## config.mk

```make
export PLATFORM = sky130hd
export DESIGN_NAME = poly_product_reducer
export DESIGN_NICKNAME = d
export VERILOG_FILES = /design/src/rtl/poly_product_reducer.sv
export SDC_FILE = /design/constraint.sdc
export NUM_CORES = 1
export LEC_CHECK = 0
export ABC_AREA = 1
export CAP_MARGIN = 20
export CORE_MARGIN = 10
export CORE_UTILIZATION = 50
export CTS_CLUSTER_SIZE = 10
export DETAILED_ROUTE_END_ITERATION = 10
export PLACE_DENSITY = 0.79
export SETUP_SLACK_MARGIN = 0.2
export SLEW_MARGIN = 20
export SYNTH_ARGS = -nofsm -noshare
export SYNTH_HDL_FRONTEND = slang
export SYNTH_SLANG_ARGS = --single-unit
export TNS_END_PERCENT = 1
```

## constraint.sdc

```tcl
create_clock -name clk -period 7.6 [get_ports clk]
set_clock_uncertainty 0.2 [all_clocks]
set_input_delay 1.52 -clock clk [delete_from_list [all_inputs] [get_ports clk]]
set_output_delay 1.52 -clock clk [all_outputs]
set_load 0.03 [all_outputs]
```

## src/rtl/poly_product_reducer.sv

```systemverilog
// Back end of the Karatsuba multiplier: folds a (2D-1)-term double-width product
// modulo (x^D + 1) and Q, then streams the D ring coefficients over valid/ready.
module poly_product_reducer #(
    parameter int N = 2,
    parameter int D = 4,
    parameter int Q = 3
) (
    input  logic                             clk,
    input  logic                             rst_n,
    input  logic                             in_valid,
    output logic                             in_ready,
    input  logic [(2*D-1)*2*N-1:0]           in_p,
    output logic                             out_valid,
    input  logic                             out_ready,
    output logic [N-1:0]                     out_coef,
    output logic [(($clog2(D) < 1) ? 1 : $clog2(D))-1:0] out_idx,
    output logic                             out_last
);

    localparam int CW = 2 * N;
    localparam int PW = (2 * D - 1) * CW;
    localparam int IW = ($clog2(D) < 1) ? 1 : $clog2(D);
    localparam logic [IW-1:0] LAST_IDX = IW'(D - 1);

    typedef enum logic [0:0] {
        IDLE = 1'b0,
        SEND = 1'b1
    } state_t;

    state_t          state_r;
    state_t          state_nx_s;
    logic [IW-1:0]   idx_r;
    logic [IW-1:0]   idx_nx_s;
    logic [PW-1:0]   buf_r;
    logic [PW-1:0]   src_s;
    logic            load_s;
    logic [N-1:0]    coef_r;
    logic [N-1:0]    coef_nx_s;
    logic            last_r;
    logic            last_nx_s;
    logic            in_ready_r;
    logic            out_valid_r;

    // Ring coefficient idx: p[idx] - p[idx+D] folded into 0..Q-1; the top index has no wrap partner.
    function automatic logic [N-1:0] reduce_coef(input logic [PW-1:0] p, input logic [IW-1:0] idx);
        logic [CW-1:0] lo;
        logic [CW-1:0] hi;
        logic [N-1:0]  lo_m;
        logic [N-1:0]  hi_m;
        logic [N:0]    lo_e;
        logic [N:0]    hi_e;
        logic [N:0]    diff;
        lo = CW'(p >> (CW * int'(idx)));
        if (idx != LAST_IDX) begin
            hi = CW'(p >> (CW * (int'(idx) + D)));
        end else begin
            hi = '0;
        end
        lo_m = N'(lo % CW'(Q));
        hi_m = N'(hi % CW'(Q));
        lo_e = {1'b0, lo_m};
        hi_e = {1'b0, hi_m};
        if (lo_e >= hi_e) begin
            diff = lo_e - hi_e;
        end else begin
            diff = lo_e + (N+1)'(Q) - hi_e;
        end
        return N'(diff);
    endfunction

    // Next-state and coefficient selection; the output register is loaded with the coefficient for the next index.
    always_comb begin
        state_nx_s = state_r;
        idx_nx_s   = idx_r;
        load_s     = 1'b0;
        case (state_r)
            IDLE: begin
                if (in_valid) begin
                    state_nx_s = SEND;
                    idx_nx_s   = '0;
                    load_s     = 1'b1;
                end else begin
                    state_nx_s = IDLE;
                end
            end
            SEND: begin
                if (out_ready) begin
                    if (idx_r == LAST_IDX) begin
                        state_nx_s = IDLE;
                        idx_nx_s   = '0;
                    end else begin
                        idx_nx_s = idx_r + 1'b1;
                    end
                end else begin
                    state_nx_s = SEND;
                end
            end
            default: begin
                state_nx_s = IDLE;
                idx_nx_s   = '0;
            end
        endcase
        if (load_s) begin
            src_s = in_p;
        end else begin
            src_s = buf_r;
        end
        coef_nx_s = reduce_coef(src_s, idx_nx_s);
        last_nx_s = (state_nx_s == SEND) && (idx_nx_s == LAST_IDX);
    end

    // State, product buffer and registered handshake/coefficient outputs.
    always_ff @(posedge clk or negedge rst_n) begin
        if (!rst_n) begin
            state_r     <= IDLE;
            idx_r       <= '0;
            buf_r       <= '0;
            coef_r      <= '0;
            last_r      <= 1'b0;
            in_ready_r  <= 1'b1;
            out_valid_r <= 1'b0;
        end else begin
            state_r     <= state_nx_s;
            idx_r       <= idx_nx_s;
            coef_r      <= coef_nx_s;
            last_r      <= last_nx_s;
            in_ready_r  <= (state_nx_s == IDLE);
            out_valid_r <= (state_nx_s == SEND);
            if (load_s) begin
                buf_r <= in_p;
            end else begin
                buf_r <= buf_r;
            end
        end
    end

    assign in_ready  = in_ready_r;
    assign out_valid = out_valid_r;
    assign out_coef  = coef_r;
    assign out_idx   = idx_r;
    assign out_last  = last_r;

    poly_product_reducer_checker #(
        .N  (N),
        .Q  (Q),
        .IW (IW)
    ) u_checker (
        .clk       (clk),
        .rst_n     (rst_n),
        .in_ready  (in_ready),
        .out_valid (out_valid),
        .out_ready (out_ready),
        .out_coef  (out_coef),
        .out_idx   (out_idx),
        .out_last  (out_last)
    );

endmodule

// Protocol properties of the reducer output stream.
module poly_product_reducer_checker #(
    parameter int N  = 2,
    parameter int Q  = 3,
    parameter int IW = 2
) (
    input logic          clk,
    input logic          rst_n,
    input logic          in_ready,
    input logic          out_valid,
    input logic          out_ready,
    input logic [N-1:0]  out_coef,
    input logic [IW-1:0] out_idx,
    input logic          out_last
);

    a_exclusive_handshake: assert property (@(posedge clk) disable iff (!rst_n)
        !(in_ready && out_valid));

    a_coef_in_range: assert property (@(posedge clk) disable iff (!rst_n)
        out_valid |-> (int'(out_coef) < Q));

    a_stall_stable: assert property (@(posedge clk) disable iff (!rst_n)
        (out_valid && !out_ready) |=> (out_valid && $stable(out_coef) && $stable(out_idx) && $stable(out_last)));

endmodule

```

* Word-level counts from Yosys, hierarchy flattened
Index checks and enable logic that the tools add are counted.
** Storage, ports and cells
- Input port bits :: 32
- Register bits :: 35
- Logic and storage cells :: 34
** Cells by class
- Magnitude comparators :: 1
- Eq/ne operators :: 3
- Divide/modulo/power cells :: 2
- Bitwise gates (word level) :: 2
- $add $sub $neg :: 5
- Reductions and logical operators :: 1
- Muxes and demuxes :: 12
- Shifts and indexed selects :: 2
** Operators by type and width (number)
- $mux W28 :: 1
- $shr A28 B4 Y4 :: 1
- $shr A28 B6 Y4 :: 1
- $mod A4 B2 Y4 const B :: 2
- $mux W2 :: 4
- $add A2 B3 Y4 const B :: 1
- $eq A2 B2 Y1 const B :: 2
- $mux W1 :: 4
- $mux W4 :: 1
- $pmux W2 S2 :: 1
- $sub A2 B2 Y2 :: 2
- $add A2 B1 Y2 const B :: 1
- $add A2 B2 Y2 const B :: 1
- $ge A2 B2 Y1 :: 1
- $ne A2 B2 Y1 const B :: 1
- $not A1 Y1 :: 2
- $pmux W1 S2 :: 1
- $logic_and A1 B1 Y1 :: 1

* Logic depth before layout (Yosys ltp)
Gate-level depths: netlist of the first run.
- Word-level depth :: 10
- Depth in mapped cells :: 28
- Gate-level depth less buffers :: 27

* Least setup slack after synthesis of the first run
No wires, ideal clock.
- Path kind :: in2reg
- Start :: input out_ready
- End :: register coef_r[1], in the netlist out_coef[1]
- Arrival time :: 4.238 ns
- Stages on the path :: 24
- Path slack :: 3.085 ns
- Required time :: 7.323 ns
- Path through :: nand2_1 nand2_1 nand2_1 buf_2 nand3_1 nand3_1 nand2_2 nor2_4 ha_1 inv_1 ha_1 nand2_2 nand2_1 nand2_1 inv_1 ha_1 inv_1 nand3_1 nand2_1 nand2_1 fa_1 a21oi_1 nor2_1 a21oi_1
** On the way
- Word-level cells in the longest chain between the ends :: 8
** RTL lines
- start, declared :: RTL line 14 : input logic out_ready,
- $mux W2 (*) :: RTL line 87 : if (out_ready) begin
- $pmux W2 S2 (*) :: RTL line 76 : case (state_r)
- $add A2 B3 Y4 :: RTL line 55 : hi = CW'(p >> (CW * (int'(idx) + D)));
- $shr A28 B6 Y4 :: RTL line 55
- $mux W4 :: RTL line 54 : if (idx != LAST_IDX) begin
- $mod A4 B2 Y4 :: RTL line 60 : hi_m = N'(hi % CW'(Q));
- $sub A2 B2 Y2, or another cell as far along :: RTL line 66 : diff = lo_e + (N+1)'(Q) - hi_e;
- $mux W2 (*) :: RTL line 63 : if (lo_e >= hi_e) begin
- net coef_nx_s[1] :: RTL line 38 : logic [N-1:0] coef_nx_s;
- end signal, assigned :: RTL line 125 : coef_r <= coef_nx_s;
- end, declared :: RTL line 37 : logic [N-1:0] coef_r;
Mark *: on every way through the listed nets, which the timed path passes. The rest lies on a longest branch.

* Worst setup path in the final report of the first run
- Start :: input in_valid
- End :: register coef_r[1], in the netlist out_coef[1]
** On the way
- Word-level cells in the longest chain between the ends :: 8
** RTL lines
- start, declared :: RTL line 10 : input logic in_valid,
- $mux W2 or $mux W1 (tied branches) :: RTL line 78 : if (in_valid) begin
- $pmux W2 S2 or $mux W1 (tied branches) :: RTL line 76
- $add A2 B3 Y4 or $mux W28 (tied branches) :: RTL line 55, 103
- $shr A28 B6 Y4 or $shr A28 B4 Y4 (tied branches) :: RTL line 55, 53
- $mux W4 or $mod A4 B2 Y4 (tied branches) :: RTL line 54, 59
- $mod A4 B2 Y4 or $add A2 B2 Y2 (tied branches) :: RTL line 60, 66
- $sub A2 B2 Y2, or another cell as far along :: RTL line 66
- $mux W2 (*) :: RTL line 63
- net coef_nx_s[1] :: RTL line 38
Marked as above.

==> results_dict.tcl, run 1 <==
set metrics [dict create \
    status "completed" \
    dieArea_um2 7780 \
    critPathLaunchType "primary input" \
    synthesis.area_um2 2330 \
    grt_pass1_wl_mm 8.89 \
    yosys.area.top_type "dfrtp_1" \
    drcViolationCount 0 \
    first_pass_iters 5 \
    finalHoldViolations 0 \
    synth_warnings 0 \
    wl_per_cell_um 12.3 \
    holdPathEnd "buf_r[1]" \
    synth_top_area_share_pct 36.6 \
    grt_use_total_pct 14.2 \
    cp_slowest_cell "clkdlybuf4s50_1" \
    grt_max_degree 42 \
    dieWidth_um 88.2 \
    relSlewSlack_pct 70.8 \
    area_growth_pct 19.2 \
    synthTopCellsByArea "dfrtp_1 37%, nand2_1 20%, nand3_1 9.7%" \
    final_common_cell "nand2_1" \
    ys_types 24 \
    cts_root_buf "clkbuf_8" \
    syn_inst 330 \
    dr.first_iter.drc_count 183 \
    cp.arrival_ns 5.51 \
    syn_avg_cell_area_um2 7.05 \
    clk_latency_ns 0.28 \
    diodes 0 \
    reg2reg_from "out_valid" \
    ys_seq_area_share_pct 37.7 \
    postCtsSetupRepairBufs 0 \
    row_count 24 \
    cp-end-kind "register" \
    port_buffers 38 \
    dieHeight_um 88.2 \
    via_per_inst 4.88 \
    crit_path_max_incr_delay_ns 0.61 \
    worstPathRequired_ns 7.61 \
    r2r-end "out_coef[1]" \
    hold_path_class "reg2reg" \
    critPathKind "in2reg" \
    drive_gt1_share_pct 9.56 \
    setup_violations 0 \
    clk_path_buf_depth 2 \
    drv_slew 0 \
    design.core.area_um2 4440 \
    io_pins 39 \
    grt_overflow_total 0 \
    gp_congestion 0.855 \
    r2r_cells 25 \
    maxCapViolCount 0 \
    cp_top_family "simple AND/OR/NAND/NOR gates" \
    clkSlewWorstSetupHoldPaths_ns 0.07 \
    cts_tree "built" \
    synth_nets 373 \
    tightest_slew_ns 0.438 \
    via_count 2041 \
    fin_nets 408 \
    final_antenna_net_count 0 \
    holdBufCountCts 0 \
    hpwl_mm 4.00 \
    cts_sinks 35 \
    r2r_slack_ns 3.36 \
    fmax_ghz 0.182 \
    antenna_found_initial 0 \
    hp-start "buf_r[1]" \
    worstHoldPathCells 2 \
    ys_seq_elements 35 \
    cts_resized 0 \
    grt_pass1_vias 1965 \
    cts_buffers 5 \
    fin_crit_sh_pct 72.4 \
    wirelength_mm 5.15 \
    finalCriticalPeriod_ns 5.50 \
    fin_setup_tns_ns 0 \
    start_util_pct 52.4 \
    rsz0062_at_grt "no" \
    path_max_fanout 41 \
    final_cell_mix "127 x nand2_1, 49 x inv_1, 45 x nand3_1, 38 x clkdlybuf4s50_1, 34 x dfrtp_1" \
    cts_max_level 2 \
    cp_num_buf_inv 5 \
    cp_common_cell "nand2_1" \
]
-- worst reg2reg max path, delay by kind of cell (launching register included) --
family          cells  cell delay (ns)
buf+inv             5             0.44
compound gates      2             0.36
flops               1             0.46
simple gates       14             1.76
fa+ha+maj           4             0.95
-- per-stage QoR --
| stage | hold WS [ns] | utilization, % | setup WS (ns) | instance area, µm² | std cells |
|---|---|---|---|---|---|
| global placement | 0.267 | 60.4 | 1.98 | 2680 | 410 |
| finish | 0.288 | 62.4 | 2.10 | 2780 | 418 |
| CTS | 0.287 | 62.4 | 2.11 | 2780 | 418 |
| global route | 0.298 | 62.4 | 1.63 | 2780 | 418 |
| floorplan | 0.238 | - | 3.08 | 2330 | 330 |
| detailed placement | 0.266 | 60.4 | 1.79 | 2680 | 410 |
-- cell usage after synthesis --
library cell	number
a21oi_1	2
a21oi_2	1
buf_2	2
buf_4	4
buf_6	5
dfrtp_1	34
dfstp_2	1
fa_1	1
ha_1	10
inv_1	49
inv_2	3
inv_4	1
nand2_1	127
nand2_2	15
nand2_4	2
nand3_1	45
nand3_2	1
nand3b_1	3
nor2_1	7
nor2_4	3
nor3_1	1
o21ai_0	2
o21ai_1	9
xnor2_1	2
-- registers in the layout, indices dropped and copies added (netlist names) --
register   flops
out_coef       2
in_ready       1
out_idx        2
out_valid      1
out_last       1
buf_r         28
-- cells by family after synthesis --
group / after synthesis / synth area share [%]
adders and majority gates: 11 / 6.24
buffers and inverters: 64 / 12.8
xor gates and xnor gates: 2 / 0.753
DFF: 35 / 37.7
AOI/OAI and AO/OA: 14 / 3.17
and+or+nand+nor: 204 / 39.4
-- routing by layer --
layer,wire length (µm),track usage (%)
met4,53,4.55
met5,0,0
met2,2500,23.1
met1,2320,17.7
met3,281,4.32
-- how the worst max path moves through the flow --
stage,to,depth (start not counted),slack [ns],from
finish,out_coef[1],25,2.10,in_valid
global route,out_coef[1],25,1.63,in_valid
CTS,out_coef[1],25,2.11,in_valid
detailed placement,out_coef[1],25,1.79,in_valid
global placement,out_coef[1],25,1.98,in_valid
floorplan,out_coef[1],24,3.08,out_ready
-- layout make-up --
class / instances / area, µm²
Clock buffer: 7 / 86.3
Sequential cell: 35 / 877
Timing Repair Buffer: 39 / 388
Inverter: 53 / 201
Multi-Input combinational cell: 231 / 1150
Fill cell: 401 / 1670
Tap cell: 52 / 65.1
Clock inverter: 1 / 5.00
Power of run 1 is left out: the tool's default activity adds up to more than one toggle a clock period on the data nets, which glitch-free logic cannot reach.
==> run 2, diff against run 1 <==
Clock period 7.6 ns to 5.4 ns, I/O delays scaled along.
==> run 2 against run 1 <==
Via count grew 0.78%. Highest routed layer unchanged. Clock-buffer cell count unchanged. Sequential share of layout area fell by 0.25 points. Critical path depth down 1. Core utilization up 0.51 points. Hold slack got worse by 0.0063 ns. Critical path type unchanged. Critical endpoint unchanged. Register-to-register slack lost 2.0 ns. Setup slack got worse by 1.5 ns.
==> results_dict.tcl, run 2 (synthesized netlist as in run 1, its figures left out) <==
set metrics [dict create \
    final_antenna_net_count 0 \
    worstPathRequired_ns 5.41 \
    grt_pass1_wl_mm 9.34 \
    cp-end-kind "register" \
    fin_nets 410 \
    grt_pass1_vias 2001 \
    setup_violations 0 \
    cts_root_buf "clkbuf_8" \
    place_ws_ns 0.208 \
    cp.arrival_ns 4.80 \
    dr.first_iter.drc_count 112 \
    start_util_pct 52.4 \
    multi_input_comb_area_um2 1160 \
    fin_ws_ns 0.611 \
    r2r-end "out_coef[1]" \
    hpwl_mm 4.05 \
    diodes 0 \
    dieArea_um2 7780 \
    wl_met1_mm 2.44 \
    gp_congestion 0.848 \
    path_max_fanout 40 \
    antenna_found_initial 0 \
    max_flop_register "buf_r" \
    wl_per_cell_um 12.7 \
    regArea_um2 877 \
    r2r_cells 25 \
    endpoint "out_coef[1]" \
    via_count 2057 \
    clk_path_buf_depth 2 \
    cts_tree "built" \
    port_buffers 38 \
    tightest_slew_ns 0.463 \
    dieWidth_um 88.2 \
    drcViolationCount 0 \
    fmax_ghz 0.209 \
    critPathLaunchType "primary input" \
    maxCapViolCount 0 \
    finalCriticalPeriod_ns 4.79 \
    critPathKind "in2reg" \
    clkSlewWorstSetupHoldPaths_ns 0.07 \
    rsz0062_at_grt "no" \
    cts_buffers 5 \
    postCtsSetupRepairBufs 0 \
    clk_latency_ns 0.28 \
    wl_met3_um 289 \
    design.core.area_um2 4440 \
    first_pass_iters 4 \
    fin_util_pct 63.0 \
    grt_use_total_pct 14.8 \
    fin_setup_tns_ns 0 \
    r2r_slack_ns 1.38 \
    drv_slew 0 \
    fill_cells 411 \
    io_pins 39 \
    drive_gt1_share_pct 9.78 \
    final_common_cell "nand2_1" \
    grt_max_degree 41 \
    relSlewSlack_pct 69.1 \
    grt_overflow_total 0 \
    met2WireLength_mm 2.52 \
    wirelength_mm 5.33 \
    via_per_inst 4.90 \
    cts_sinks 35 \
    fin_crit_sh_pct 88.7 \
    cp-startpoint "in_valid" \
    area_growth_pct 20.2 \
    dieHeight_um 88.2 \
    hold_path_class "reg2reg" \
    final_cell_mix "127 x nand2_1, 49 x inv_1, 45 x nand3_1, 38 x clkdlybuf4s50_1, 34 x dfrtp_1" \
    largest_reg_flops 28 \
    reg2reg_from "out_idx[0]" \
    status "completed" \
    top_layer "met4" \
    cts_max_level 2 \
    row_count 24 \
    finalHoldViolations 0 \
]
run 2: cell count changes in the layout (fill, tap and decap cells not counted), sizes merged:
cell	delta
buf	+2
run 2: per-layer routing:
metal,track usage [%],vias up
li1,-,1082
met1,18.7,927
met2,24.0,40
met3,3.22,8
met4,5.73,0
met5,0,-
run 2: worst min path at each step:
stage / from / slack (ns) / to / depth (start not counted)
finish: buf_r[17] / 0.28 / buf_r[17] / 2
global placement: buf_r[22] / 0.26 / buf_r[22] / 2
CTS: buf_r[22] / 0.28 / buf_r[22] / 2
detailed placement: buf_r[17] / 0.27 / buf_r[17] / 2
global route: buf_r[9] / 0.29 / buf_r[9] / 2
floorplan: buf_r[21] / 0.24 / buf_r[21] / 2
run 2: metrics by stage:
stage | std cells | cell area (µm²) | hold WS [ns]
after floorplan | 330 | 2330 | 0.238
after global placement | 412 | 2710 | 0.260
after detailed placement | 412 | 2710 | 0.265
after CTS | 420 | 2790 | 0.284
after global routing | 420 | 2800 | 0.294
final | 420 | 2800 | 0.282
run 2: final cells by class:
cell class                 count  area share [%]
clock buffer                   7            2.73
clock inverter                 1           0.179
multi-input combinational    231            41.4
sequential                    35            31.4
inverter                      53            7.20
tap                           52            2.33
timing repair buffer          41            14.8
run 2: repair_timing:
action                                  4_1_cts  5_1_grt
gates resized for setup                       0        1
endpoints found under the setup margin        0        2
hold buffers                                  0        0
run 2: worst max-delay path, stage by stage:
cell and delay [ns]:
clkdlybuf4s50_1 0.63, nand2_4 0.11, buf_12 0.18, o21ai_1 0.21
nand3_1 0.14, nand3_1 0.11, nand2_2 0.08, nor2_4 0.10
ha_1 0.15, inv_1 0.04, ha_1 0.21, nand2_2 0.09
nand2_1 0.05, nand2_1 0.08, inv_1 0.05, ha_1 0.16
inv_1 0.10, nand3_1 0.14, nand2_1 0.10, nand2_1 0.10
fa_1 0.43, a21oi_1 0.25, nor2_1 0.07, a21oi_1 0.12
Power of run 2 is left out for the same reason.
